`src/rtl/spi_cmd_sequencer.sv`:
```
// spi_cmd_sequencer: turns CMD/ADDR/LEN framed SPI FIFO bytes into req/ack register bus bursts.
module spi_cmd_sequencer #(
  parameter logic [7:0] CMD_WRITE   = 8'h01,
  parameter logic [7:0] CMD_READ    = 8'h02,
  parameter int         BUS_TIMEOUT = 255
) (
  input  logic       clk,
  input  logic       rst,
  input  logic       cs_n,
  input  logic [7:0] rx_data,
  input  logic       rx_valid,
  output logic       rx_ready,
  output logic [7:0] tx_data,
  output logic       tx_valid,
  input  logic       tx_ready,
  output logic       bus_req,
  output logic       bus_we,
  output logic [7:0] bus_addr,
  output logic [7:0] bus_wdata,
  input  logic [7:0] bus_rdata,
  input  logic       bus_ack,
  output logic       busy,
  output logic       err,
  output logic       abort
);
  typedef enum logic [2:0] {S_IDLE, S_ADDR, S_LEN, S_WR_DATA, S_WR_BUS, S_RD, S_FLUSH} state_t;
  state_t     r_state, w_next;
  logic [7:0] r_addr, r_len, r_cnt, r_drop, r_wdata, r_txd, r_tmo;
  logic       r_wr, r_req, r_txv, r_err, r_abort;
  logic       w_pop, w_abort, w_cmd_ok, w_tmo, w_done, w_push, w_rd_done;
  assign w_pop     = rx_valid && rx_ready;
  assign w_abort   = cs_n && r_state != S_IDLE && r_state != S_FLUSH;
  assign w_cmd_ok  = rx_data == CMD_WRITE || rx_data == CMD_READ;
  assign w_tmo     = r_req && !bus_ack && r_tmo == 8'(BUS_TIMEOUT - 1);
  assign w_done    = r_req && (bus_ack || w_tmo);
  assign w_push    = r_txv && tx_ready;
  assign w_rd_done = r_cnt == r_len && r_drop == r_len && !r_txv && !r_req;
  assign bus_req   = r_req;
  assign bus_we    = r_req && r_wr;
  assign bus_addr  = r_addr;
  assign bus_wdata = r_wdata;
  assign tx_data   = r_txd;
  assign tx_valid  = r_txv;
  assign err       = r_err;
  assign abort     = r_abort;
  always_ff @(posedge clk or posedge rst) begin
    if (rst) r_state <= S_IDLE;
    else     r_state <= w_next;
  end
  always_comb begin
    w_next = r_state;
    if (w_abort) w_next = S_FLUSH;
    else case (r_state)
      S_IDLE:    if (w_pop && w_cmd_ok) w_next = S_ADDR;
      S_ADDR:    if (w_pop) w_next = S_LEN;
      S_LEN:     if (w_pop) w_next = (rx_data == 8'd0) ? S_IDLE : r_wr ? S_WR_DATA : S_RD;
      S_WR_DATA: if (w_pop) w_next = S_WR_BUS;
      S_WR_BUS:  if (w_done) w_next = (8'(r_cnt + 8'd1) < r_len) ? S_WR_DATA : S_IDLE;
      S_RD:      if (w_rd_done) w_next = S_IDLE;
      S_FLUSH:   if (!rx_valid) w_next = S_IDLE;
      default:   w_next = S_IDLE;
    endcase
  end
  // rx_ready is held low during reset so every output reads 0 there
  always_comb begin
    rx_ready = !rst && ((r_state == S_RD) ? (r_drop < r_len) : (r_state != S_WR_BUS));
    busy     = r_state != S_IDLE;
  end
  always_ff @(posedge clk or posedge rst) begin
    if (rst) begin
      r_addr  <= 8'd0;
      r_len   <= 8'd0;
      r_cnt   <= 8'd0;
      r_drop  <= 8'd0;
      r_wdata <= 8'd0;
      r_txd   <= 8'd0;
      r_tmo   <= 8'd0;
      r_wr    <= 1'b0;
      r_req   <= 1'b0;
      r_txv   <= 1'b0;
      r_err   <= 1'b0;
      r_abort <= 1'b0;
    end else begin
      r_err   <= 1'b0;
      r_abort <= w_abort;
      r_tmo   <= (r_req && !bus_ack && !w_tmo) ? r_tmo + 8'd1 : 8'd0;
      if (w_abort) begin
        r_req <= 1'b0;
        r_txv <= 1'b0;
      end else begin
        // a timed-out access completes like an ack: reads return 0xFF, writes are dropped
        if (w_done) begin
          r_req  <= 1'b0;
          r_err  <= w_tmo;
          r_addr <= r_addr + 8'd1;
          r_cnt  <= r_cnt + 8'd1;
          if (!r_wr) begin
            r_txv <= 1'b1;
            r_txd <= bus_ack ? bus_rdata : 8'hFF;
          end
        end
        if (w_push) begin
          r_txv <= 1'b0;
          r_req <= r_cnt < r_len;
        end
        if (w_pop) case (r_state)
          S_IDLE: begin
            if (w_cmd_ok) r_wr <= rx_data == CMD_WRITE;
            else          r_err <= 1'b1;
          end
          S_ADDR: r_addr <= rx_data;
          S_LEN: begin
            r_len  <= rx_data;
            r_cnt  <= 8'd0;
            r_drop <= 8'd0;
            r_req  <= rx_data != 8'd0 && !r_wr;
          end
          S_WR_DATA: begin
            r_wdata <= rx_data;
            r_req   <= 1'b1;
          end
          S_RD:    r_drop <= r_drop + 8'd1;
          default: ;
        endcase
      end
    end
  end
endmodule

```
`config.mk`:
```
export PLATFORM = sky130hd
export DESIGN_NAME = spi_cmd_sequencer
export DESIGN_NICKNAME = d
export VERILOG_FILES = /design/src/rtl/spi_cmd_sequencer.sv
export SDC_FILE = /design/constraint.sdc
export NUM_CORES = 1
export LEC_CHECK = 0
export ABC_AREA = 1
export BUFFER_PORTS_ARGS = -buffer_cell sky130_fd_sc_hd__buf_2
export CAP_MARGIN = 5
export CELL_PAD_IN_SITES_DETAIL_PLACEMENT = 0
export CELL_PAD_IN_SITES_GLOBAL_PLACEMENT = 1
export CORE_MARGIN = 2
export CORE_UTILIZATION = 43
export DETAILED_ROUTE_END_ITERATION = 8
export PLACE_DENSITY_LB_ADDON = 0.15
export RECOVER_POWER = 50
export SKIP_LAST_GASP = 1
export SYNTH_ARGS = -nofsm -noshare
export SYNTH_HDL_FRONTEND = slang
export SYNTH_SLANG_ARGS = --single-unit
```
`constraint.sdc`:
```
create_clock -name clk -period 2.4 [get_ports clk]
set_input_delay 0.24 -clock clk [delete_from_list [all_inputs] [get_ports clk]]
set_output_delay 0.24 -clock clk [all_outputs]
set_load 0.01 [all_outputs]
```
==> impl_metrics.csv, run 1 <==
group,metric,value,unit
route,via_count,3453,
placed_design,io_buffers,52,
critical_path,crit_type,"register to register",
grt,antenna_found_initial,0,
power,p_int,2.72,mW
clock_network,htreeDepth,3,
sta,fin_ws,194,ps
power,switching_share,0.454,
critical_path,arrival,2490,ps
power,clockPowerShare,0.166,
sta,period_share,0.919,
finish,area_growth,14.4,%
route,drt_iter0_markers,159,
finish,drive_gt1_frac,0.187,
grt,grt_max_degree,48,
clock_network,clockRootBuffer,"clkbuf_8",
clock_network,post_cts_buffers,0,
sta,hold_viol,0,
yosys,synth_adder_area_share,0.0894,
yosys,synthTopCellsByArea,"dfrtp_1 (39%), nand2_1 (13%), ha_1 (8.9%)",
yosys,muxShareOfSynthArea,0,
critical_path,required,2690,ps
finish,instances_no_fill,694,
finish,diodes,0,
die,die_area,10200,um^2
yosys,yosys_warnings,0,
die,initial_core_util,0.441,
sta,post-route-min-period,2210,ps
route,via_per_inst,4.98,
route,drc,0,
die,core,9200,um^2
die,fp.dieW,101,um
clock_network,clk_path_buf_depth,2,
power,ir_drop,447,uV
clock_network,clk_pin_slew,80,ps
yosys,synth_compound_area_frac,0.113,
yosys,synthArstFlopShare,1.00,
finish,fill_cells,946,
power,p_comb_frac,0.486,
sta,tightestPinTransition,693,ps
route,top_layer,"met4",
critical_path,cp-start-kind,"register",
power,power_leakage,2.35,nW
sta,max_freq,0.453,GHz
route,dr.pass1.iters,4,
yosys,ys.flop_type,"dfrtp_1",
sta,final.setup.tns,0,ps
clock_network,numCtsBuffers,9,
power,power_frac_seq,0.348,
placed_design,place_ws,57.6,ps
sta,rsz0062_at_grt,"false",
yosys,yosys.area.top_type,"dfrtp_1",
placed_design,gp_congestion,0.857,
grt,grt.overflow.total,0,
outcome,outcome,"complete, no violations",
critical_path,cp-end-kind,"register",
power,pwr_density_cell,1070,nW/um^2
clock_network,clkLatencyLatePin,350,ps
yosys,syn_avg_cell_area,7.91,um^2
yosys,syn_area,4060,um^2
grt,grt_pass1_vias,3330,
die,num_rows,35,
critical_path,path_max_fanout,3,
yosys,synth-xor-area-share,0.0324,
route,wl,9730,um
sta,clock_skew,7.71,ps
grt,grt_pass1_wl,16400,um
finish,nets,629,
sta,slew_headroom,0.538,
sta,slew_viol_final,0,
clock_network,cts_tree,"built",
min_path,min_path_type,"input port to register",
yosys,yosys.area_share.simple,0.297,
die,io_pins,53,
yosys,syn-num-nets,564,
flow_run,cap_violations,0,
route,wire_per_inst,14.0,um
placed_design,placedCellCount,677,
yosys,synth_seq_cells,64,
die,fp.dieH,101,um
yosys,synth_top_area_frac,0.395,
route,ant_nets,0,
yosys,synth_top_family_by_area,"simple AND/OR/NAND/NOR gates",
yosys,synth-edff-count,0,
route,drt-met1-wl,4730,um
clock_network,clock_sinks,64,
power,p_sw,2.26,mW
placed_design,hpwlAfterDp,7360,um
grt,grtUsageTotal,0.205,
yosys,ys_seq_area_frac,0.395,
yosys,syn_inst,513,
power,total_power,4.98,mW
sta,finalSetupViolations,0,
yosys,ys_types,37,
route,route.met3.wl,283,um
route,route.met2.wl,4620,um
## state kept, by name, indices dropped and copies added, names as in the netlist, 3 cells and up
name       cells
bus_addr       8
r_tmo          8
r_cnt          8
r_len          8
r_drop         8
r_state        3
tx_data        8
bus_wdata      8
## power groups by stage
stage | Combinational [mW] | Sequential (mW) | Clock (mW)
after global placement | 2.38 | 1.74 | 0
after detailed placement | 2.42 | 1.75 | 0
after global routing | 2.81 | 1.79 | 0.911
final | 2.42 | 1.74 | 0.825
after CTS | 2.43 | 1.73 | 0.860
after floorplan | 1.69 | 1.77 | 0
## placed cells by master (no fill, tap or decap), types with 5 or more instances in the layout
cell	n
nor2_1	43
buf_2	32
clkbuf_8	9
inv_2	6
o21ai_1	17
nand2_1	143
nand2_2	6
nand3_1	25
nand4_1	9
inv_1	56
xor2_1	12
a21oi_1	18
nand3b_1	5
ha_1	28
nor3_1	6
o21ai_0	17
clkbuf_1	20
buf_4	5
o21ai_2	16
dfrtp_1	64
## metrics by stage
| stage | util | cell area, um^2 | hold slack (ps) |
|---|---|---|---|
| floorplan | - | 4060 | 336 |
| global placement | 0.486 | 4470 | 287 |
| detailed placement | 0.486 | 4470 | 291 |
| CTS | 0.506 | 4650 | 84.8 |
| global route | 0.505 | 4640 | 76.1 |
| finish | 0.505 | 4640 | 95.4 |
## layout make-up
| class | instances | area [um^2] | share of cell area |
|---|---|---|---|
| inverter | 66 | 256 | 0.0552 |
| timing repair buffer | 59 | 290 | 0.0625 |
| clock inverter | 7 | 48.8 | 0.0105 |
| sequential | 64 | 1600 | 0.345 |
| multi-input combinational | 378 | 2180 | 0.470 |
| tap | 111 | 139 | 0.0299 |
| clock buffer | 9 | 124 | 0.0267 |
## timing repair
| action | in CTS | in global routing |
|---|---|---|
| endpoints found under the hold margin | 17 | 0 |
| resized for setup | 0 | 6 |
| endpoints found under the setup margin | 0 | 5 |
| hold buffers | 1 | 0 |
## routing by layer
layer	GRT usage	up-vias
met5	0	-
met2	0.334	36
li1	-	1789
met4	0.0468	0
met1	0.282	1620
met3	0.0428	8
## critical path, stage by stage, from the launching register on
cell and delay [ps]:
dfrtp_1 380, inv_1 80, nor3_2 210, nand4_1 140, nor2_1 150, xor2_1 190
inv_1 100, ha_4 230, a21oi_1 120, o21a_1 150, nand3_2 100, a21oi_2 150
nand3_1 80, nand2_1 70
## worst paths after layout
path	to	startpoint	cells after the start	slack (ps)
worst max-delay path	r_state[0]	r_cnt[1]	13	190
worst min-delay path	err	bus_ack	2	100
worst max register to register	r_state[0]	r_cnt[1]	13	190
worst min register to register	tx_data[7]	tx_data[7]	2	480
max in group asynchronous	r_cnt[6]	rst	4	580
min in group asynchronous	tx_data[4]	rst	3	610
## synthesized netlist by cell type, types with 4 or more instances
library cell and number:
xor2_1 12, nand3_1 26, dfrtp_1 64, o21ai_1 16, nand2_2 6, nor2_1 43, nand4_1 9, o21ai_2 16
a21oi_1 19, nand3b_1 5, o21ai_0 18, nand2_1 143, inv_1 57, nor3_1 7, or2_2 4, nor2_2 4
ha_1 29, inv_2 6
## kinds of logic after synthesis
logic type                 count (synthesis)
buffers and inverters                     71
DFF                                       64
and+or+nand+nor                          258
adders and majority gates                 29
xor gates and xnor gates                  15
AOI/OAI and AO/OA                         76
No activity file was read; power rests on OpenSTA's default activity.
==> inputs of run 2 (changes only) <==
--- a/config.mk
+++ b/config.mk
@@ -11,7 +11,7 @@
 export CELL_PAD_IN_SITES_DETAIL_PLACEMENT = 0
 export CELL_PAD_IN_SITES_GLOBAL_PLACEMENT = 1
 export CORE_MARGIN = 2
-export CORE_UTILIZATION = 43
+export CORE_UTILIZATION = 31
 export DETAILED_ROUTE_END_ITERATION = 8
 export PLACE_DENSITY_LB_ADDON = 0.15
 export RECOVER_POWER = 50
==> constraint.sdc (replaced) <==
create_clock -name clk -period 2.4 [get_ports clk]
set_input_delay 0.36 -clock clk [delete_from_list [all_inputs] [get_ports clk]]
set_output_delay 0.36 -clock clk [all_outputs]
set_load 0.01 [all_outputs]
==> run 2 against run 1 <==
  * Utilization shrank 12 points
  * Non-clock buffer count grew 8
  * Final cell count grew 9.8%
  * Sequential power is essentially flat
  * Clock-buffer cell count grew 1
  * Clock skew shrank 1.7 ps
  * Cell area grew 6.2%
  * Worst setup slack lost 37 ps
  * Sequential share of layout area shrank 2.0 points
  * Hold slack gained 130 ps
  * Critical path depth is the same
  * Die area grew 37%
  * Largest power group unchanged
==> impl_metrics.csv, run 2 (same netlist as run 1, synthesis figures left out) <==
group,metric,value,unit
critical_path,cp-end-kind,"register",
critical_path,crit_end,"r_state[0]",
sta,hold_viol,0,
grt,antenna_found_initial,0,
finish,mostFrequentLayoutCell,"nand2_1",
sta,max_freq,0.446,GHz
critical_path,startpoint,"r_cnt[0]",
sta,finalSetupViolations,0,
sta,slew_headroom,0.293,
power,power_leakage,2.51,nW
route,via_per_inst,4.64,
critical_path,path_max_fanout,3,
critical_path,critical_path_depth,13,
critical_path,crit-reg2reg-launch,"r_cnt[0]",
power,p_sw,2.36,mW
grt,grt_max_degree,39,
power,power_frac_seq,0.309,
finish,drive_gt1_frac,0.215,
die,num_rows,41,
grt,grt_pass1_wl,18800,um
critical_path,slowest_stage,"dfrtp_1",
critical_path,path_cells,"inv_1 -> nor3_2 -> nand4_1 -> nor2_1 -> xor2_1 -> inv_1 -> ha_4 -> a21oi_1 -> o21a_1 -> nand3_2 -> a21oi_2 -> nand3_1 -> nand2_1",
finish,multiInputGateArea,2180,um^2
placed_design,hpwlAfterDp,8490,um
sta,post-route-min-period,2240,ps
min_path,min_path_type,"input port to register",
route,ant_nets,0,
grt,grt_pass1_vias,3604,
sta,fin_ws,157,ps
critical_path,crit_family,"simple AND/OR/NAND/NOR gates",
route,drt_iter0_markers,185,
finish,nets,637,
sta,rsz0062_at_grt,"true",
critical_path,worst-path-buf-inv,2,
placed_design,place_area,4600,um^2
critical_path,ff2ff_setup_slack,160,ps
power,ir_drop,473,uV
clock_network,cts_tree,"built",
sta,clock_skew,6.00,ps
power,total_power,5.68,mW
critical_path,reg2reg_to,"r_state[0]",
outcome,outcome,"complete, no violations",
die,fp.dieH,118,um
die,die_area,14000,um^2
route,wl,11100,um
critical_path,cpMostUsedCell,"inv_1",
power,p_comb_frac,0.440,
placed_design,io_buffers,52,
route,via_count,3537,
critical_path,required,2680,ps
power,clockPowerShare,0.251,
placed_design,placedCellCount,745,
sta,period_share,0.935,
die,core,12700,um^2
critical_path,crit_type,"register to register",
power,p_int,3.33,mW
clock_network,clk_pin_slew,60,ps
die,fp.dieW,118,um
clock_network,clkLatencyLatePin,340,ps
route,drc,0,
finish,instances_no_fill,762,
die,io_pins,53,
critical_path,cp-start-kind,"register",
placed_design,place_ws,39.4,ps
grt,grt.overflow.total,0,
flow_run,cap_violations,0,
finish,layout_common_cells,"nand2_1 (143), dfrtp_1 (64), inv_1 (57), nor2_1 (43), buf_2 (43)",
finish,finalInstanceArea,4930,um^2
clock_network,clock_sinks,64,
grt,grtUsageTotal,0.171,
sta,slew_viol_final,0,
clock_network,clockRootBuffer,"clkbuf_16",
clock_network,clk_path_buf_depth,2,
die,initial_core_util,0.319,
finish,area_growth,21.5,%
placed_design,gp_congestion,0.857,
finish,diodes,0,
power,switching_share,0.415,
critical_path,cpPeakStageDelay,370,ps
finish,fill_cells,1394,
power,pwr_density_cell,1150,nW/um^2
route,wire_per_inst,14.6,um
clock_network,numCtsBuffers,9,
critical_path,arrival,2520,ps
clock_network,htreeDepth,3,
route,dr.pass1.iters,5,
critical_path,rr_worst_depth,13,
finish,seq_area,1600,um^2
sta,final.setup.tns,0,ps
sta,tightestPinTransition,1060,ps
## run 2: per-layer routing
metal | global-route usage | vias to the layer above | wire, um
met4 | 0.0461 | 0 | 147
li1 | - | 1812 | -
met5 | 0 | - | 0
met1 | 0.227 | 1661 | 5370
met3 | 0.0420 | 12 | 407
met2 | 0.276 | 52 | 5170
## run 2: power by group through the flow
| stage | combinational (mW) | sequential [mW] | clock, mW |
|---|---|---|---|
| finish | 2.50 | 1.75 | 1.43 |
| global route | 2.92 | 1.80 | 1.52 |
| CTS | 2.50 | 1.76 | 1.47 |
| floorplan | 1.69 | 1.77 | 0 |
| global placement | 2.47 | 1.77 | 0 |
| detailed placement | 2.49 | 1.77 | 0 |
## run 2: final cells by class
type,instances,area share
Clock inverter,5,0.0165
Tap cell,172,0.0436
Clock buffer,10,0.0484
Timing Repair Buffer,67,0.0728
Inverter,66,0.0512
Sequential cell,64,0.325
Multi-Input combinational cell,378,0.443
## run 2: worst min path at each step
| stage | from | end | depth (start not counted) |
|---|---|---|---|
| finish | bus_ack | err | 2 |
| global route | bus_ack | err | 2 |
| CTS | rst | tx_data[6] | 2 |
| detailed placement | tx_data[4] | tx_data[4] | 2 |
| global placement | tx_data[0] | tx_data[0] | 2 |
| floorplan | r_tmo[0] | r_tmo[0] | 1 |
## run 2: stage by stage
stage,util,hold WS (ps)
floorplan,-,455
global placement,0.361,453
detailed placement,0.361,463
CTS,0.387,148
global route,0.388,222
finish,0.388,221
## run 2: repair_timing
action,in CTS,in global routing
endpoints found under the setup margin,0,2
buffers inserted,0,2
hold buffers,0,0
gates resized for setup,0,5
==> inputs of run 3 (changes only) <==
--- a/config.mk
+++ b/config.mk
@@ -15,6 +15,7 @@
 export DETAILED_ROUTE_END_ITERATION = 8
 export PLACE_DENSITY_LB_ADDON = 0.15
 export RECOVER_POWER = 50
+export REMOVE_ABC_BUFFERS = 1
 export SKIP_LAST_GASP = 1
 export SYNTH_ARGS = -nofsm -noshare
 export SYNTH_HDL_FRONTEND = slang
==> run 3 against run 2 <==
  * Cell area is 2.1% lower
  * Maximum frequency hardly changed
  * Die area is the same
  * Critical path depth unchanged
  * Clock skew shrank 2.4 ps
  * Final cell count is 1.0% lower
  * Sequential power is essentially flat
  * Hold slack worse by 1.0 ps
  * Global-route usage down 0.74 points
  * Largest power group unchanged
  * Routed wire length decreased by 5.1%
  * Non-clock buffer count down 6
  * Register-to-register slack about the same
==> impl_metrics.csv, run 3 (same netlist as run 1, synthesis figures left out) <==
group,metric,value,unit
clock_network,cts_tree,"built",
route,wire_per_inst,14.0,um
finish,mostFrequentLayoutCell,"nand2_1",
critical_path,cp-end-kind,"register",
critical_path,path_max_fanout,3,
power,pwr_density_cell,1120,nW/um^2
power,power_leakage,2.42,nW
critical_path,crit_type,"register to register",
critical_path,cpPeakStageDelay,370,ps
sta,max_freq,0.446,GHz
sta,slew_headroom,0.300,
die,fp.dieW,118,um
route,dr.pass1.iters,4,
route,drc,0,
grt,antenna_found_initial,0,
placed_design,hpwlAfterDp,8020,um
finish,layout_common_cells,"nand2_1 (143), dfrtp_1 (64), inv_1 (56), nor2_1 (43), buf_2 (37)",
clock_network,clock_sinks,64,
placed_design,gp_congestion,0.786,
critical_path,path_cells,"inv_1 -> nor3_4 -> nand4_1 -> nor2_1 -> xor2_1 -> inv_1 -> ha_1 -> a21oi_1 -> o21a_1 -> nand3_1 -> a21oi_1 -> nand3_1 -> nand2_1",
sta,tightestPinTransition,1050,ps
die,num_rows,41,
clock_network,numCtsBuffers,9,
die,io_pins,53,
power,ir_drop,407,uV
die,initial_core_util,0.319,
route,wl,10500,um
route,via_per_inst,4.66,
die,fp.dieH,118,um
route,drt_iter0_markers,141,
grt,grt_pass1_vias,3493,
critical_path,ff2ff_setup_slack,160,ps
grt,grt_pass1_wl,18000,um
sta,slew_viol_final,0,
clock_network,htreeDepth,3,
die,core,12700,um^2
outcome,outcome,"complete, no violations",
sta,final.setup.tns,0,ps
sta,finalSetupViolations,0,
finish,area_growth,19.1,%
critical_path,arrival,2520,ps
sta,hold_viol,0,
sta,post-route-min-period,2240,ps
route,ant_nets,0,
flow_run,cap_violations,0,
grt,grt_max_degree,39,
clock_network,clk_pin_slew,50,ps
min_path,min_path_type,"input port to register",
placed_design,io_buffers,52,
route,via_count,3514,
clock_network,clk_path_buf_depth,2,
grt,grt.overflow.total,0,
critical_path,required,2680,ps
finish,final_core_util,0.380,
grt,grtUsageTotal,0.163,
finish,fill_cells,1396,
critical_path,slowest_stage,"dfrtp_1",
clock_network,clockRootBuffer,"clkbuf_16",
sta,period_share,0.934,
finish,drive_gt1_frac,0.189,
die,die_area,14000,um^2
clock_network,clkLatencyLatePin,340,ps
sta,rsz0062_at_grt,"true",
critical_path,cp-start-kind,"register",
sta,clock_skew,3.58,ps
finish,diodes,0,
finish,nets,631,
[run 3: cell types whose count changed in the layout (fill, tap and decap cells not counted), sizes merged]
cell | before | now
buf | 57 | 45
bufinv | 2 | 0
clkinv | 3 | 2
clkbuf | 20 | 28
inv | 65 | 64
[run 3: power by group]
| part | internal, mW | leakage, nW | total (mW) | switching (mW) |
|---|---|---|---|---|
| Sequential | 1.42 | 0.844 | 1.74 | 0.319 |
| Combinational | 0.933 | 1.44 | 2.46 | 1.53 |
| Clock | 0.735 | 0.130 | 1.20 | 0.463 |
[run 3: cell type report]
class / instances / area, um^2 / share of cell area
Inverter: 66 / 256 / 0.0531
Multi-Input combinational cell: 378 / 2180 / 0.451
Timing Repair Buffer: 61 / 319 / 0.0660
Clock buffer: 12 / 256 / 0.0531
Tap cell: 172 / 215 / 0.0445
Sequential cell: 64 / 1600 / 0.331
Clock inverter: 1 / 5.00 / 0.00104
[run 3: worst max-delay path: cells and delay by family, from the launching register on]
kind / cells / cell delay [ps]
AND/OR/NAND/NOR: 6 / 710
adder cells (fa/ha/maj): 1 / 310
AO/OA/AOI/OAI: 3 / 430
flip-flops: 1 / 370
buffers and inverters: 2 / 150
XOR/XNOR: 1 / 200
[run 3: timing repair]
item	4_1_cts	5_1_grt
setup buffers	0	1
hold buffers	0	0
endpoints found under the setup margin	0	18
resized for setup	0	4
[run 3: worst paths after layout]
check	from	to	cells past startpoint
max	r_cnt[0]	r_state[0]	13
max in group asynchronous	rst	r_cnt[3]	3
min	bus_ack	err	2
min reg2reg	tx_data[3]	tx_data[3]	2
min in group asynchronous	rst	tx_data[7]	2
max reg2reg	r_cnt[0]	r_state[0]	13
[run 3: routing by layer]
| layer | wire length [um] | up-vias | part of all wire | track usage |
|---|---|---|---|---|
| li1 | - | 1802 | - | - |
| met1 | 5070 | 1662 | 0.48 | 0.212 |
| met2 | 4950 | 36 | 0.47 | 0.266 |
| met3 | 283 | 14 | 0.027 | 0.0280 |
| met4 | 223 | 0 | 0.021 | 0.0722 |
| met5 | 0 | - | 0 | 0 |
[run 3: stage by stage]
step | setup WS (ps) | cell area, um^2 | hold slack, ps | total power [mW] | instances
after floorplan | 219 | 4010 | 455 | 3.43 | 508
after global placement | 107 | 4560 | 455 | 4.22 | 740
after detailed placement | 91.3 | 4560 | 454 | 4.25 | 740
after CTS | 53.1 | 4820 | 147 | 5.49 | 753
after global routing | -67.6 | 4830 | 229 | 5.96 | 754
final | 158 | 4830 | 220 | 5.40 | 754
